<file path="src/rtl/e_mdu_ctrl_if.sv">
// E-stage to MDU issue-controller bundle: request handshake, D-stage stall
// query and the MDU start/select pins, grouped so one port carries them all.
interface e_mdu_ctrl_if;
    logic       req_valid;
    logic [2:0] req_op;
    logic       req_ready;
    logic       d_md_use;
    logic       mdu_start;
    logic [2:0] mdu_select;
    logic       busy;
    logic       done;
    logic       stall;

    // Pipeline side: presents operations and the D-stage HI/LO use flag.
    modport master (
        output req_valid,
        output req_op,
        output d_md_use,
        input  req_ready,
        input  mdu_start,
        input  mdu_select,
        input  busy,
        input  done,
        input  stall
    );

    // Controller side.
    modport slave (
        input  req_valid,
        input  req_op,
        input  d_md_use,
        output req_ready,
        output mdu_start,
        output mdu_select,
        output busy,
        output done,
        output stall
    );
endinterface

</file>
<file path="src/rtl/e_mdu_ctrl.sv">
// Issue controller for the E-stage multiply/divide unit. Holds one pending
// operation, issues one-cycle start pulses with a registered select, counts
// each operation's latency and raises stall for HI/LO-dependent D-stage ops.
module e_mdu_ctrl #(
    parameter int unsigned MULT_CYCLES = 5,
    parameter int unsigned DIV_CYCLES  = 10,
    parameter int unsigned MT_CYCLES   = 1
) (
    input  logic         clk,
    input  logic         reset,
    e_mdu_ctrl_if.slave  bus
);

    localparam int unsigned MAX_A = (MULT_CYCLES > DIV_CYCLES) ? MULT_CYCLES : DIV_CYCLES;
    localparam int unsigned MAX_L = (MAX_A > MT_CYCLES) ? MAX_A : MT_CYCLES;
    localparam int unsigned CNT_W = ($clog2(MAX_L + 1) > 4) ? $clog2(MAX_L + 1) : 4;

    localparam logic [2:0] SEL_IDLE = 3'b111;

    typedef enum logic [0:0] {
        IDLE = 1'b0,
        RUN  = 1'b1
    } state_e;

    // Opcodes 110/111 are swallowed: accepted but never issued.
    function automatic logic op_is_valid(input logic [2:0] op);
        return (op != 3'b110) && (op != 3'b111);
    endfunction

    function automatic logic [CNT_W-1:0] op_latency(input logic [2:0] op);
        logic [CNT_W-1:0] lat;
        case (op)
            3'b000, 3'b001: lat = CNT_W'(MULT_CYCLES);
            3'b010, 3'b011: lat = CNT_W'(DIV_CYCLES);
            3'b100, 3'b101: lat = CNT_W'(MT_CYCLES);
            default:        lat = {CNT_W{1'b0}};
        endcase
        return lat;
    endfunction

    state_e           state_q;
    logic [CNT_W-1:0] cnt_q;
    logic             pend_valid_q;
    logic [2:0]       pend_op_q;
    logic             mdu_start_q;
    logic [2:0]       mdu_select_q;

    logic             done_s;
    logic             free_s;
    logic             accept_s;
    logic             issue_d;
    logic [2:0]       issue_op_d;
    logic             store_s;

    // Issue arbitration: a pending op always wins over a fresh request.
    always_comb begin
        done_s     = (state_q == RUN) && (cnt_q == CNT_W'(1));
        free_s     = (state_q == IDLE) || done_s;
        accept_s   = bus.req_valid && !pend_valid_q;
        issue_d    = 1'b0;
        issue_op_d = SEL_IDLE;
        store_s    = 1'b0;
        if (free_s && pend_valid_q) begin
            issue_d    = 1'b1;
            issue_op_d = pend_op_q;
        end else if (free_s && accept_s && op_is_valid(bus.req_op)) begin
            issue_d    = 1'b1;
            issue_op_d = bus.req_op;
        end else if (!free_s && accept_s && op_is_valid(bus.req_op)) begin
            store_s = 1'b1;
        end else begin
            issue_d = 1'b0;
        end
    end

    // Controller FSM: issue, latency countdown and the single pending slot.
    always_ff @(posedge clk) begin
        if (reset) begin
            state_q      <= IDLE;
            cnt_q        <= {CNT_W{1'b0}};
            pend_valid_q <= 1'b0;
            pend_op_q    <= 3'b000;
            mdu_start_q  <= 1'b0;
            mdu_select_q <= SEL_IDLE;
        end else begin
            if (issue_d) begin
                mdu_start_q  <= 1'b1;
                mdu_select_q <= issue_op_d;
                state_q      <= RUN;
                cnt_q        <= op_latency(issue_op_d);
            end else begin
                // Select must return to 111: the MDU writes HI/LO on 100/101
                // even without a start pulse.
                mdu_start_q  <= 1'b0;
                mdu_select_q <= SEL_IDLE;
                if (free_s) begin
                    state_q <= IDLE;
                    cnt_q   <= {CNT_W{1'b0}};
                end else begin
                    cnt_q   <= cnt_q - CNT_W'(1);
                end
            end

            if (free_s && pend_valid_q) begin
                pend_valid_q <= 1'b0;
            end else if (store_s) begin
                pend_valid_q <= 1'b1;
                pend_op_q    <= bus.req_op;
            end else begin
                pend_valid_q <= pend_valid_q;
            end
        end
    end

    assign bus.req_ready  = !pend_valid_q;
    assign bus.mdu_start  = mdu_start_q;
    assign bus.mdu_select = mdu_select_q;
    assign bus.done       = done_s;
    assign bus.busy       = (state_q == RUN) || pend_valid_q;
    // req_valid covers an op accepted this cycle that has not started yet.
    assign bus.stall      = bus.d_md_use && ((state_q == RUN) || pend_valid_q || bus.req_valid);

endmodule
</file>
<file path="src/flat_wrapper.sv">
// flat-port wrapper written by rule: the top's interface ports become plain ports
module e_mdu_ctrl_flat 
#(
    parameter int unsigned MULT_CYCLES = 5,
    parameter int unsigned DIV_CYCLES  = 10,
    parameter int unsigned MT_CYCLES   = 1
)
  (clk, reset, bus_req_valid, bus_req_op, bus_d_md_use, bus_req_ready, bus_mdu_start, bus_mdu_select, bus_busy, bus_done, bus_stall);
  e_mdu_ctrl_if bus_i ();
  input  logic clk;
  input  logic reset;
  input wire logic [$bits(bus_i.req_valid)-1:0] bus_req_valid;
  input wire logic [$bits(bus_i.req_op)-1:0] bus_req_op;
  input wire logic [$bits(bus_i.d_md_use)-1:0] bus_d_md_use;
  output wire logic [$bits(bus_i.req_ready)-1:0] bus_req_ready;
  output wire logic [$bits(bus_i.mdu_start)-1:0] bus_mdu_start;
  output wire logic [$bits(bus_i.mdu_select)-1:0] bus_mdu_select;
  output wire logic [$bits(bus_i.busy)-1:0] bus_busy;
  output wire logic [$bits(bus_i.done)-1:0] bus_done;
  output wire logic [$bits(bus_i.stall)-1:0] bus_stall;
  assign bus_i.req_valid = bus_req_valid;
  assign bus_i.req_op = bus_req_op;
  assign bus_i.d_md_use = bus_d_md_use;
  assign bus_req_ready = bus_i.req_ready;
  assign bus_mdu_start = bus_i.mdu_start;
  assign bus_mdu_select = bus_i.mdu_select;
  assign bus_busy = bus_i.busy;
  assign bus_done = bus_i.done;
  assign bus_stall = bus_i.stall;
  e_mdu_ctrl #(.MULT_CYCLES(MULT_CYCLES), .DIV_CYCLES(DIV_CYCLES), .MT_CYCLES(MT_CYCLES)) u_core (.clk(clk), .reset(reset), .bus(bus_i));
endmodule
</file>
<file path="config.mk">
export PLATFORM = sky130hd
export DESIGN_NAME = e_mdu_ctrl_flat
export DESIGN_NICKNAME = d
export VERILOG_FILES = /design/src/rtl/e_mdu_ctrl_if.sv /design/src/rtl/e_mdu_ctrl.sv /design/src/flat_wrapper.sv
export SDC_FILE = /design/constraint.sdc
export NUM_CORES = 1
export LEC_CHECK = 0
export CAP_MARGIN = 25
export CORE_AREA = 3 3 52 54
export DETAILED_ROUTE_END_ITERATION = 16
export DIE_AREA = 0 0 55 57
export SKIP_CTS_REPAIR_TIMING = 1
export SYNTH_ARGS = -nofsm -noshare
export SYNTH_HDL_FRONTEND = slang
export SYNTH_SLANG_ARGS = --single-unit
</file>
<file path="constraint.sdc">
create_clock -name clk -period 1.4 [get_ports clk]
set_input_delay 0.21 -clock clk [delete_from_list [all_inputs] [get_ports clk]]
set_output_delay 0.21 -clock clk [all_outputs]
set_load 0.02 [all_outputs]
</file>
# [Word-level counts from Yosys, hierarchy flattened]
# Cells that the tools add are included.
[classes] add_sub_neg=1 reduce_logical=22 eq_ne=8 n_bitwise=3 muxes=13
[ops] cell="$pmux 4 s3" count=1
[ops] cell="$reduce_or 2->1" count=5
[ops] cell="$logic_and 1x1->1" count=9
[ops] cell="$mux 1" count=8
[ops] cell="$mux 4" count=2
[ops] cell="$eq 3x2->1 const B" count=2
[ops] cell="$eq 3x3->1 const B" count=2
[ops] cell="$mux 3" count=2
[ops] cell="$ne 3x3->1 const B" count=2
[ops] cell="$eq 4x1->1 const B" count=1
[ops] cell="$sub 4x1->4 const B" count=1
[ops] cell="$eq 3x1->1 const B" count=1
[ops] cell="$logic_not 3->1" count=1
[ops] cell="$logic_or 1x1->1" count=3
[ops] cell="$not 1->1" count=3
[ops] cell="$logic_not 1->1" count=2
[ops] cell="$reduce_and 2->1" count=1
[ops] cell="$reduce_bool 2->1" count=1
[word_totals] in_bits=7 out_inout_bits=8 register_bits=13 elab_cells=53

# [Longest topological paths before layout]
[depth] ltp_word=11 ltp_mapped=6 ltp_nobuf=5

# [Worst setup path before layout]
# Ideal clock, no wire load.
[synth_timing] path_kind="reg-to-reg" startpoint="register u_core.cnt_q[0]" endpoint="register u_core.cnt_q[1]" synth_period_minus_slack_ns=1.497 n_path_buf=1 setup_time_ns=0.134 required_ns=1.266 stages_incl_launch_ff=6 path_slack_ns=-0.097 arrival_ns=1.362 path_cell_list="dfxtp_1 ha_1 or3b_1 buf_6 a221oi_4 a211oi_2"
[synth_via] elab_chain_len=11 word_cells_on_any_way=23 classes_between="add/sub: 1; eq/ne: 6; mux: 7; reduce/logical: 9"
[synth_lines] element="start: declaration" line_no="e_mdu_ctrl.sv:42" text="logic [CNT_W-1:0] cnt_q;"
[synth_lines] element="start signal: assignment" line_no="e_mdu_ctrl.sv:80" text="cnt_q <= {CNT_W{1'b0}};"
[synth_lines] element="start signal: assignment" line_no="e_mdu_ctrl.sv:90" text="cnt_q <= op_latency(issue_op_d);"
[synth_lines] element="start signal: assignment" line_no="e_mdu_ctrl.sv:98" text="cnt_q <= {CNT_W{1'b0}};"
[synth_lines] element="$eq 4x1->1" line_no="e_mdu_ctrl.sv:57" text="done_s = (state_q == RUN) && (cnt_q == CNT_W'(1));"
[synth_lines] element="$logic_and 1x1->1" line_no="e_mdu_ctrl.sv:57"
[synth_lines] element="$logic_or 1x1->1" line_no="e_mdu_ctrl.sv:58" text="free_s = (state_q == IDLE) || done_s;"
[synth_lines] element="$logic_and 1x1->1 (2 in series)" line_no="e_mdu_ctrl.sv:66" text="end else if (free_s && accept_s && op_is_valid(bus.req_op)) begin"
[synth_lines] element="$mux 3" line_no="e_mdu_ctrl.sv:66"
[synth_lines] element="$mux 3" line_no="e_mdu_ctrl.sv:63" text="if (free_s && pend_valid_q) begin"
[synth_lines] element="$eq 3x3->1 (tied with other cells)" line_no="e_mdu_ctrl.sv:32" text="case (op)"
[synth_lines] element="$reduce_or 2->1" line_no="e_mdu_ctrl.sv:32"
[synth_lines] element="$pmux 4 s3" line_no="e_mdu_ctrl.sv:32"
[synth_lines] element="$mux 4 (*)" line_no="e_mdu_ctrl.sv:86" text="if (issue_d) begin"
# Mark *: on every way between the ends. The rest lies on a longest branch, timed or not.
# A chain may end at the register's enable or synchronous reset.

# [Worst setup path in the final report]
[layout_timing] startpoint="register u_core.cnt_q[1]" endpoint="output bus_done"
[layout_via] elab_chain_len=2
[layout_lines] element="$eq 4x1->1" line_no="e_mdu_ctrl.sv:57"
[layout_lines] element="$logic_and 1x1->1" line_no="e_mdu_ctrl.sv:57"
[layout_lines] element="end: declaration" line_no="flat_wrapper.sv:19" text="output wire logic [$bits(bus_i.done)-1:0] bus_done;"
# Every way passes these cells.

==> flow_metrics.tcl <==
set metrics [dict create \
    grtUsageTotal 0.09742 \
    p_int_w 0.0006757 \
    area_growth_pct 56.37 \
    worstPathRequired_ns 1.19 \
    drt_first_pass_iters 4 \
    synth.most_common_cell "dfxtp_1" \
    finalHoldViolCount 0 \
    synth_edf_count 0 \
    synthFlopType "dfxtp_1" \
    detail_route.wl_per_cell_um 12.14 \
    violations "negative setup slack" \
    cp-end-kind "output pin" \
    grt_overflow_total 0 \
    grt_max_degree 11 \
    synth_adder_area_share 0.03745 \
    via_per_inst 4.667 \
    insertedDiodeCount 0 \
    synth_common_cells "dfxtp_1 (13), nand2b_1 (6), nor3_1 (4)" \
    drive_gt1_frac 0.4000 \
    swShare 0.2930 \
    syn_area_sq_um 668.1 \
    htree_num_levels 1 \
    core_area_sq_um 2255 \
    clkPwrFrac 0.245 \
    yosysTopAreaCell "dfxtp_1" \
    port_buffers 14 \
    switchingPower_w 0.0002800 \
    synth_xor_area_frac 0.02622 \
    ios 15 \
    placedCellCount 117 \
    clockRootBuffer "clkbuf_4" \
    dieArea_sq_um 3135 \
    clk_latency_ns 0.27 \
    min_period_ns 1.507 \
    slew_headroom 0.7311 \
    met2_usage 0.1351 \
    grt_pass1_wl_mm 2.235 \
    cp_max_fo 2 \
    rows 17 \
    synth.net_count 74 \
    hold_class "in2reg" \
    drc 0 \
    status "complete, but fails checks" \
    max_cap_viol_count 0 \
    postLayoutCoreUtil 0.4634 \
    setup_violations 10 \
    clkSinkCount 13 \
    grt-busiest-layer "met1" \
    ant_nets 0 \
    antenna_found_initial 0 \
    finClkSkew_ns 0.006679 \
    rsz0062_at_grt "yes" \
    use_met3 0.01567 \
    seqPwrFrac 0.435 \
    critPathArrivalTime_ns 1.30 \
    multi_input_area_sq_um 440.4 \
    netlist.area_leader.share 0.3895 \
    instances_no_fill 123 \
    cts_tree "yes" \
    ys_types 29 \
    synth_area_per_cell_sq_um 10.28 \
    syn_inst 65 \
    synth_top_family_by_area "simple AND/OR/NAND/NOR gates" \
    ys_warn_count 0 \
    hpwl_mm 1.071 \
    yosys.area_share.simple 0.2547 \
    final-max-slew-violation-count 0 \
    clockBufferDepth 2 \
    power_frac_comb 0.321 \
    cellPowerDensity_nw_per_um2 914.7 \
    period_share 1.076 \
    ir_worst_vdd_uv 460.1 \
    finalPower_w 0.0009557 \
    synth_seq_area_share 0.3895 \
    setup_slack_ns -0.1067 \
    synth.area.top_cells "dfxtp_1 (39%), a211oi_2 (5.6%), nand2b_1 (5.6%)" \
    timing.fmax_mhz 663.7 \
    grt_pass1_vias 506 \
    path_clk_slew_ns 0.08 \
    initial_utilization 0.2963 \
    ys_seq_elements 13 \
    fp.dieW_um 55 \
    synth.area.mux_share 0.04494 \
    startpoint_type "register" \
    seqCellArea_sq_um 262.8 \
    numCtsBuffers 3 \
    fill_cells 224 \
    power_leakage_nw 0.4290 \
    tightest_slew_ns 0.4021 \
    drt_iter0_drc 9 \
    layout.nets 105 \
    met1_usage 0.1364 \
    wirelength_mm 1.493 \
    die_height_um 57 \
    gp_congestion 0.7814 \
    synth-async-reset-ratio 0 \
    synth_compound_area_frac 0.2004 \
    vias 574 \
    path_class "reg2out" \
]
cell usage in the layout, fill, tap and decap left out, types with 2 or more instances in the layout:
cell	instances
and2_4	2
nor3_1	4
nor3b_1	2
nand2b_1	6
dfxtp_2	2
o21ai_1	3
clkdlybuf4s50_1	5
dlymetal6s2s_1	7
inv_1	2
a211oi_2	3
dfxtp_1	11
a21oi_1	2
buf_4	16
nor2b_1	2
mux2i_1	3
clkbuf_4	3
xnor2_1	2
state kept, by name, summed over array words and instances (netlist names):
register,cells
u_core.bus.mdu_select,3
u_core.bus.mdu_start,1
u_core.cnt_q,4
u_core.pend_op_q,3
u_core.pend_valid_q,1
u_core.state_q,1
area by class of cell:
class                           count  area share
Multi-Input combinational cell     46      0.4216
Inverter                            3     0.01078
Timing Repair Buffer               29      0.2575
Tap cell                           28     0.03353
Sequential cell                    13      0.2515
Clock buffer                        4     0.02515
metrics by stage:
step	hold slack (ns)	setup TNS (ns)	instance area, sq um	setup WS [ns]
finish	0.4224	-0.5252	1045	-0.1067
CTS	0.4768	-3.178	948.4	-0.7286
global placement	0.4641	-2.606	922.1	-0.3882
floorplan	0.3647	-0.09267	669.4	-0.03248
global route	0.4318	-1.024	1045	-0.1603
detailed placement	0.4657	-2.769	922.1	-0.3926
worst max-delay path, cell delays in order, from the launching register on:
cell,delay [ns]
dfxtp_2,0.33
inv_2,0.07
ha_4,0.13
nor3b_4,0.20
and2_4,0.17
buf_4,0.13
power groups by stage:
stage | combinational [W] | clock, W | sequential (W)
finish | 0.000306 | 0.000234 | 0.000416
global route | 0.000331 | 0.000254 | 0.000418
CTS | 0.000266 | 0.000236 | 0.000410
detailed placement | 0.000264 | 0 | 0.000419
global placement | 0.000264 | 0 | 0.000418
floorplan | 0.000145 | 0 | 0.000432
routing by layer:
layer | vias up | wire (um)
met5 | - | 0
met4 | 0 | 27
met3 | 2 | 67
met2 | 15 | 656
met1 | 262 | 742
li1 | 295 | -
worst paths after layout:
path                       startpoint                       end  slack [ns]  cells past startpoint
setup / recovery      u_core.cnt_q[1]                  bus_done       -0.11                      5
hold / removal          bus_req_valid  u_core.bus.mdu_select[2]        0.42                      3
setup reg to reg      u_core.cnt_q[1]           u_core.cnt_q[1]       -0.09                      5
hold reg to reg   u_core.pend_op_q[0]       u_core.pend_op_q[0]        0.47                      2
cell families after synthesis:
| kind of cell | count (synthesis) |
|---|---|
| multiplexers | 3 |
| AO/OA/AOI/OAI | 15 |
| AND/OR/NAND/NOR | 24 |
| flip-flops | 13 |
| XOR/XNOR | 2 |
| buffers and inverters | 6 |
| adder cells (fa/ha/maj) | 2 |
Note: power is estimated with default switching activity, not from simulation.
